<file path="src/rtl/spi_tx_frame_ctrl.sv">
`default_nettype none
// ============================================================================
//  Module      : spi_tx_frame_ctrl
//  Description : Frame sequencer and write arbiter in front of the SPI TX
//                shift engine (sclk_tx domain). Round-robin arbitrates CPU
//                and DMA writes into a DEPTH-entry FIFO, presents the head
//                word to the shifter, pops one word per tx_start, counts
//                frames against spi_tnum_max, optionally runs one CRC frame,
//                and reports txe / busy / udr / done status.
//  Ports       : sclk_tx, spi_tx_rst (sync, active-high)
//                enable, crc_en, spi_tnum_max[12:0]   - transfer control
//                cpu_wr_valid/data/ready               - CPU write port
//                dma_wr_valid/data/ready               - DMA write port
//                tx_start                              - shifter frame pulse
//                spi_tx_data, shift_en                 - to shift engine
//                txe, busy, udr, udr_clr, done, fifo_level - status
//  Revision    : 1.0  initial release
// ============================================================================
module spi_tx_frame_ctrl #(
  parameter int DEPTH = 4,
  parameter int DW    = 32
) (
  input  logic                         sclk_tx,
  input  logic                         spi_tx_rst,
  input  logic                         enable,
  input  logic                         crc_en,
  input  logic [12:0]                  spi_tnum_max,
  input  logic                         cpu_wr_valid,
  input  logic [DW-1:0]                cpu_wr_data,
  output logic                         cpu_wr_ready,
  input  logic                         dma_wr_valid,
  input  logic [DW-1:0]                dma_wr_data,
  output logic                         dma_wr_ready,
  input  logic                         tx_start,
  output logic [DW-1:0]                spi_tx_data,
  output logic                         shift_en,
  output logic                         txe,
  output logic                         busy,
  output logic                         udr,
  input  logic                         udr_clr,
  output logic                         done,
  output logic [$clog2(DEPTH+1)-1:0]   fifo_level
);

  localparam int AW = $clog2(DEPTH);
  localparam int LW = $clog2(DEPTH+1);

  typedef enum logic [1:0] {
    S_IDLE = 2'd0,
    S_RUN  = 2'd1,
    S_CRC  = 2'd2,
    S_DONE = 2'd3
  } state_t;

  state_t          r_state;
  logic [12:0]     r_frame_cnt;
  logic            r_busy;
  logic            r_done;
  logic            r_udr;
  logic            r_txe;
  logic            r_last_cpu;   // 1: last accepted push was CPU, 0: DMA
  logic [AW-1:0]   r_rd_ptr;
  logic [AW-1:0]   r_wr_ptr;
  logic [LW-1:0]   r_level;
  logic [DW-1:0]   r_head;
  logic [DW-1:0]   r_mem [DEPTH];

  logic            w_full;
  logic            w_empty;
  logic            w_cpu_gnt;
  logic            w_dma_gnt;
  logic            w_push;
  logic [DW-1:0]   w_push_data;
  logic            w_active;
  logic            w_flush;
  logic            w_frame;
  logic            w_pop;
  logic            w_udr_set;
  logic [LW-1:0]   w_remain;
  logic [LW-1:0]   w_level_nxt;
  logic [AW-1:0]   w_rd_nxt;
  logic [DW-1:0]   w_head_nxt;
  logic [12:0]     w_cnt_inc;

  // Arbitration: a lone requester wins; on a tie the side that did not win
  // the last accepted push gets the grant.
  assign w_full      = (r_level == LW'(DEPTH));
  assign w_empty     = (r_level == '0);
  assign w_cpu_gnt   = cpu_wr_valid & (~dma_wr_valid | ~r_last_cpu);
  assign w_dma_gnt   = dma_wr_valid & ~w_cpu_gnt;
  assign cpu_wr_ready = w_cpu_gnt & ~w_full;
  assign dma_wr_ready = w_dma_gnt & ~w_full;
  assign w_push      = cpu_wr_ready | dma_wr_ready;
  assign w_push_data = w_cpu_gnt ? cpu_wr_data : dma_wr_data;

  assign w_active  = (r_state == S_RUN) | (r_state == S_CRC);
  assign w_flush   = w_active & ~enable;
  assign w_frame   = (r_state == S_RUN) & enable & tx_start;
  // A frame taken from an empty FIFO is an underrun, even if a push lands
  // in the same cycle.
  assign w_pop     = w_frame & ~w_empty;
  assign w_udr_set = w_frame & w_empty;

  // Flush drops all stored entries; a push accepted in the same cycle still
  // lands so that a granted write is never lost.
  assign w_remain    = w_flush ? '0 : (r_level - {{(LW-1){1'b0}}, w_pop});
  assign w_rd_nxt    = w_flush ? r_wr_ptr : (r_rd_ptr + {{(AW-1){1'b0}}, w_pop});
  assign w_level_nxt = w_remain + {{(LW-1){1'b0}}, w_push};

  always_comb begin
    w_head_nxt = '0;
    if (w_remain != '0)
      w_head_nxt = r_mem[w_rd_nxt];
    else if (w_push)
      w_head_nxt = w_push_data;
  end

  assign w_cnt_inc = (r_frame_cnt == 13'h1FFF) ? r_frame_cnt : (r_frame_cnt + 13'd1);

  // FIFO storage carries no reset; its content is masked by the level.
  always_ff @(posedge sclk_tx) begin
    if (w_push)
      r_mem[r_wr_ptr] <= w_push_data;
  end

  always_ff @(posedge sclk_tx) begin
    if (spi_tx_rst) begin
      r_rd_ptr   <= '0;
      r_wr_ptr   <= '0;
      r_level    <= '0;
      r_head     <= '0;
      r_txe      <= 1'b1;
      r_last_cpu <= 1'b0;
    end else begin
      if (w_push) begin
        r_wr_ptr   <= r_wr_ptr + {{(AW-1){1'b0}}, 1'b1};
        r_last_cpu <= cpu_wr_ready;
      end
      r_rd_ptr <= w_rd_nxt;
      r_level  <= w_level_nxt;
      r_head   <= w_head_nxt;
      r_txe    <= (w_level_nxt == '0);
    end
  end

  // Sticky underrun: a new set in the same cycle beats the clear.
  always_ff @(posedge sclk_tx) begin
    if (spi_tx_rst)
      r_udr <= 1'b0;
    else if (w_udr_set)
      r_udr <= 1'b1;
    else if (udr_clr)
      r_udr <= 1'b0;
  end

  always_ff @(posedge sclk_tx) begin
    if (spi_tx_rst) begin
      r_state     <= S_IDLE;
      r_frame_cnt <= '0;
      r_busy      <= 1'b0;
      r_done      <= 1'b0;
    end else begin
      r_done <= 1'b0;
      case (r_state)
        S_IDLE: begin
          if (enable & ~r_txe) begin
            r_state     <= S_RUN;
            r_frame_cnt <= '0;
            r_busy      <= 1'b1;
          end
        end
        S_RUN: begin
          if (~enable) begin
            r_state     <= S_IDLE;
            r_frame_cnt <= '0;
            r_busy      <= 1'b0;
          end else if (tx_start) begin
            r_frame_cnt <= w_cnt_inc;
            if ((spi_tnum_max != 13'd0) && (w_cnt_inc == spi_tnum_max)) begin
              if (crc_en) begin
                r_state <= S_CRC;
              end else begin
                r_state <= S_DONE;
                r_done  <= 1'b1;
              end
            end
          end
        end
        S_CRC: begin
          if (~enable) begin
            r_state     <= S_IDLE;
            r_frame_cnt <= '0;
            r_busy      <= 1'b0;
          end else if (tx_start) begin
            r_state <= S_DONE;
            r_done  <= 1'b1;
          end
        end
        default: begin
          r_state <= S_IDLE;
          r_busy  <= 1'b0;
        end
      endcase
    end
  end

  assign shift_en    = w_active;
  assign spi_tx_data = r_head;
  assign txe         = r_txe;
  assign busy        = r_busy;
  assign udr         = r_udr;
  assign done        = r_done;
  assign fifo_level  = r_level;

endmodule
`default_nettype wire
</file>
<file path="config.mk">
export PLATFORM = sky130hd
export DESIGN_NAME = spi_tx_frame_ctrl
export DESIGN_NICKNAME = d
export VERILOG_FILES = /design/src/rtl/spi_tx_frame_ctrl.sv
export SDC_FILE = /design/constraint.sdc
export NUM_CORES = 1
export LEC_CHECK = 0
export CAP_MARGIN = 20
export CELL_PAD_IN_SITES_DETAIL_PLACEMENT = 1
export CELL_PAD_IN_SITES_GLOBAL_PLACEMENT = 1
export CORE_AREA = 2 2 130 145
export CTS_BUF_LIST = sky130_fd_sc_hd__clkbuf_4 sky130_fd_sc_hd__clkbuf_8 sky130_fd_sc_hd__clkbuf_16
export CTS_CLUSTER_SIZE = 12
export DETAILED_ROUTE_END_ITERATION = 10
export DIE_AREA = 0 0 132 147
export PLACE_DENSITY_LB_ADDON = 0.05
export SYNTH_ARGS = -nofsm -noshare
export SYNTH_HDL_FRONTEND = slang
export SYNTH_SLANG_ARGS = --single-unit
</file>
<file path="constraint.sdc">
create_clock -name sclk_tx -period 5.1 [get_ports sclk_tx]
set_input_delay 1.02 -clock sclk_tx [delete_from_list [all_inputs] [get_ports sclk_tx]]
set_output_delay 1.02 -clock sclk_tx [all_outputs]
set_load 0.02 [all_outputs]
</file>
# After elaboration in Yosys (flattened, before gate mapping)
# Memories as Yosys holds them, arrays and structs flattened.
# Index checks and enable logic that the tools add are counted.
# Widths: inputs -> output; s select.
# op_classes
reduce_logical,12
mux,33
n_eq_ne,11
bitwise,20
add_sub_neg,5
# op_table
op,n
$mux 32,3
$mux 13,5
$pmux 13 s3,1
$mux 2,7
$add 13x1->13 const B,1
$eq 13x13->1,1
$eq 13x13->1 const B,1
$mux 1,13
$reduce_bool 13->1,1
$and 1x1->1,10
$reduce_and 4->1,2
$not 1->1,7
$logic_not 3->1,2
$ne 2x2->1 const B,3
$ne 3x3->1 const B,2
$pmux 2 s3,1
$reduce_bool 3->1,2
$pmux 1 s2,2
$add 3x1->3,1
$eq 3x3->1 const B,1
$mux 3,1
$ne 3x2->1 const B,1
$or 1x1->1,3
$sub 3x1->3,1
9 further kinds,9
# totals
wordCells,93
n_memories,1
input_bits,85
ramBits,128
ff_bits,59
# mem_list
name,words,width,rd,rd_clocked_by_memory_dff,write_ports,line,source
r_mem,4,32,1,0,1,66,logic [DW-1:0] r_mem [DEPTH];

# Longest topological paths before layout
# depth
word_depth,9
depth_mapped,14

# Worst setup path before layout
# OpenSTA, ideal clock, no wires.
# synth_timing
path_type,input to register
start,input port enable
end,"register r_head[28], in the netlist spi_tx_data[28]"
slack_ns,1.582
t_required_ns,4.972
path_buffers,3
arrival_ns,3.391
stages,11
path_cell_list,buf_4 > and2_1 > clkbuf_1 > nand2_1 > nor2_1 > ha_1 > mux2i_1 > buf_2 > mux4_2 > a21oi_1 > nor2_1
# synth_via
elab_chain_len,7
# synth_lines
element,line,source
start: declaration,25,"input logic enable,"
$and 1x1->1 (2 in series),98,assign w_frame = (r_state == S_RUN) & enable & tx_start;
$and 1x1->1,101,assign w_pop = w_frame & ~w_empty;
$add 2x1->2 or $sub 3x1->3 (tied branches),"107, 106",
$mux 2 or $mux 3 (tied branches),"107, 106",
$mem_v2 4x32 or $reduce_bool 3->1 (tied branches),-,
$mux 32 (*),112,if (w_remain != '0)
end signal: assignment,141,r_head <= w_head_nxt;
end: declaration,65,logic [DW-1:0] r_head;
# Mark *: on every way between the ends. The rest lies on a longest branch, timed or not.
# A chain may end at the register's enable or synchronous reset.

# Worst setup path in the final report
# layout_timing
start,input port enable
end,"register r_head[26], in the netlist spi_tx_data[26]"
# The elaborated chain is that of the path after synthesis.

==> key figures <==
Outcome
  • Status: finished clean

Critical path
  • CP Launch Type: primary input
  • Worst Path Max Fanout: 19
  • CP Data Arrival Time: between 4 and 5 ns
  • Critical path class: in2reg
  • Crit. End Element: flop
  • Worst Reg-to-Reg Cells: 9
  • RR Startpoint: r_frame_cnt[0]
  • WP data required: roughly 5.4 ns
  • R2r setup slk: roughly 1.7 ns
  • R2r endpoint: r_state[0]

Cells and area
  • Final Cell Area: 10400 um^2
  • Sequential Area: 5020 um^2
  • Fillers: 1843
  • Final core utilization: 0.578
  • Ant. Diodes: 0
  • Layout cell share with drive strength beyond 1: 0.160
  • Commonest non-fill, non-tap cells in the layout: edfxtp_1, clkdlybuf4s50_1, nor2_1
  • Layout Area Growth over Synthesis: 25.4%
  • Commonest non-fill, non-tap cell in the layout: edfxtp_1
  • Layout Nets: 861
  • Multi-input gate area: between 3000 and 4000 um^2

Placed design
  • Final HPWL DP: ~13 mm
  • Worst slack, placed: approximately 0.94 ns
  • DP Area: slightly below 10000 um^2
  • I/O Buffers: about 130
  • Placer's final routability congestion estimate: 0.829

Floorplan
  • Core ar.: about 18000 um^2
  • Die area: between 15000 and 20000 um^2
  • Initial Util: 0.461
  • Die width: about 130 um
  • Die height: between 100 and 150 um
  • # IOs: 127
  • # rows: 52

STA
  • Clock Skew: roughly 0.012 ns
  • Fmax: between 0.2 and 0.3 GHz
  • Worst setup margin: about 1.4 ns
  • Setup TNS: 0 ns
  • Final Hold Vio Count: 0
  • Slew HR: 0.364
  • Crit share post-route: 0.730
  • RSZ-0062 raised after global routing: false
  • Final Critical Period: about 3.7 ns
  • Slew Limit Fails: 0
  • Setup violations, final: 0
  • Worst slew pin tran: approximately 0.95 ns

CTS
  • Hold buffers post-CTS: 0
  • Clock Pin Slew Worst Setup and Hold Paths: about 0.070 ns
  • Worst-Skew Late Latency: 0.43 ns
  • Setup Fix Bufs, Post-CTS: 0
  • CTS Buf Count: 17
  • Post-cts resize count: 0
  • Bufs on Longest Clock Path: 2
  • CTS tree: yes
  • Clock sinks: 187
  • Root Driver: clkbuf_16
  • H-tree depth reported by CTS: 4

Logic synthesis
  • Ys async rst share: 0
  • Synth Instances: roughly 650
  • Syn nets: between 700 and 800
  • Sequential area share after synthesis: 0.605
  • Main area contributors after synthesis: edfxtp_1, dfxtp_1, mux4_2, nor2_1, mux2_2
  • Post-synth EDFFs: ~130
  • Yosys Warn Count: 0
  • Syn Std Cell Area: 8310 um^2
  • Count of cell types in the netlist: 53
  • Syn_area_per_cell: roughly 13 um^2
  • Primary FF master, synth: edfxtp_1
  • Yosys reg bits: roughly 190
  • Area leader, netlist: edfxtp_1
  • Post-synth top area share: 0.463

Route
  • Wl on met1: roughly 8.1 mm
  • First-pass DRT Iterations: 4
  • WL met2: around 11 mm
  • Residual DRC count: 0
  • Drt wl/cell: about 20 um
  • Drt total wl: a little over 20 mm
  • Routed Antenna Nets: 0
  • Vias: ~5600
  • DR iter-0 viols: 315
  • Top routing layer used: met4
  • Vias/cell: 5.49
  • Met3 WL: about 1.1 mm

Pwr
  • P per Cell Area: just under 500 nW/um^2
  • Total power: between 5000 and 6000 uW
  • Worst vdd ir: 0.000297 V
  • Lkg Pwr: 0.00373 uW

GRT
  • Pin count of the biggest net entering global routing: about 60
  • GRT overflow: 0
  • Vias in the first global route: slightly above 6000
  • Initial antenna violation count: 0
  • GRT Overall Usage: 0.221
  • First-pass GRT wire length: 33.1 mm

Worst hold path
  • Hold_sp: busy
  • Hold Crit Class: reg2reg
  • Worst hold stages: 2
  • Hold worst-path end: busy

Job
  • Max-Cap Viols: 0
per-layer routing:
layer  global-route usage  vias up
met3               0.0442       18
met2                0.408      152
met4               0.0554        0
li1                     -     2600
met5                    0        -
met1                0.264     2820
area by class of cell:
cell class	instances	area share
sequential	187	0.483
timing repair buffer	134	0.129
tap	243	0.0292
inverter	11	0.00396
clock buffer	17	0.0409
multi-input combinational	411	0.298
clock inverter	15	0.0167
state kept, by name, summed over array words and instances (netlist names):
register,cells
r_wr_ptr,2
r_frame_cnt,13
done,1
r_state,2
spi_tx_data,32
r_last_cpu,1
txe,1
r_mem,128
r_rd_ptr,2
busy,1
fifo_level,3
udr,1
how the worst max path moves through the flow:
stage,startpoint,end,slack (ns)
3_3_place_gp,enable,spi_tx_data[19],1.01
5_1_grt,enable,spi_tx_data[26],1.20
3_5_place_dp,enable,spi_tx_data[9],0.94
4_1_cts,enable,spi_tx_data[26],1.35
6_report,enable,spi_tx_data[26],1.38
2_1_floorplan,enable,spi_tx_data[28],1.58
synth_stat cells, types with 2 or more instances:
cell type,n
a21o_1,3
a21oi_1,58
a31oi_1,3
a32oi_1,2
a41oi_1,3
and2_1,8
and2_4,2
and3_1,5
and3_4,2
buf_2,6
buf_4,5
buf_6,3
clkbuf_1,24
dfxtp_1,59
edfxtp_1,128
ha_1,14
inv_1,11
mux2_2,32
mux2i_1,3
mux4_2,32
nand2_1,49
nand2b_1,4
nand3_1,12
nand4_1,2
nand4b_1,3
nor2_1,97
nor2b_1,4
nor3_1,10
nor4_1,4
o21ai_0,15
or4_1,2
xnor2_1,15
xor2_1,7
per-stage QoR:
stage / instances / hold slack (ns)
after detailed placement: 986 / 0.528
after CTS: 1018 / 0.542
after global routing: 1018 / 0.580
final: 1018 / 0.545
after global placement: 986 / 0.487
after floorplan: 647 / 0.477
power by group:
part	leakage [uW]	internal (uW)	switching, uW
Clock	0.000296	702	626
Combinational	0.00176	741	970
Sequential	0.00167	1940	107
Total	0.00373	3390	1700
cell families (layout without fill, tap and decap cells):
group	after synthesis	count (layout)	synth area share
buf+inv	49	177	0.0280
mux	67	67	0.134
simple gates	212	212	0.119
flops	187	187	0.605
xor+xnor	22	22	0.0232
fa+ha+maj	14	14	0.0211
compound gates	96	96	0.0702
critical path, cell delays in order:
cell	delay [ns]
clkdlybuf4s50_1	0.64
and2_1	0.36
nand2_1	0.09
nor2_1	0.17
ha_1	0.20
xnor2_1	0.12
nor2_1	0.08
a21oi_4	0.49
buf_12	0.26
mux4_2	0.33
a21oi_1	0.19
nor2_1	0.05
Note: power is estimated with default switching activity, not from simulation.
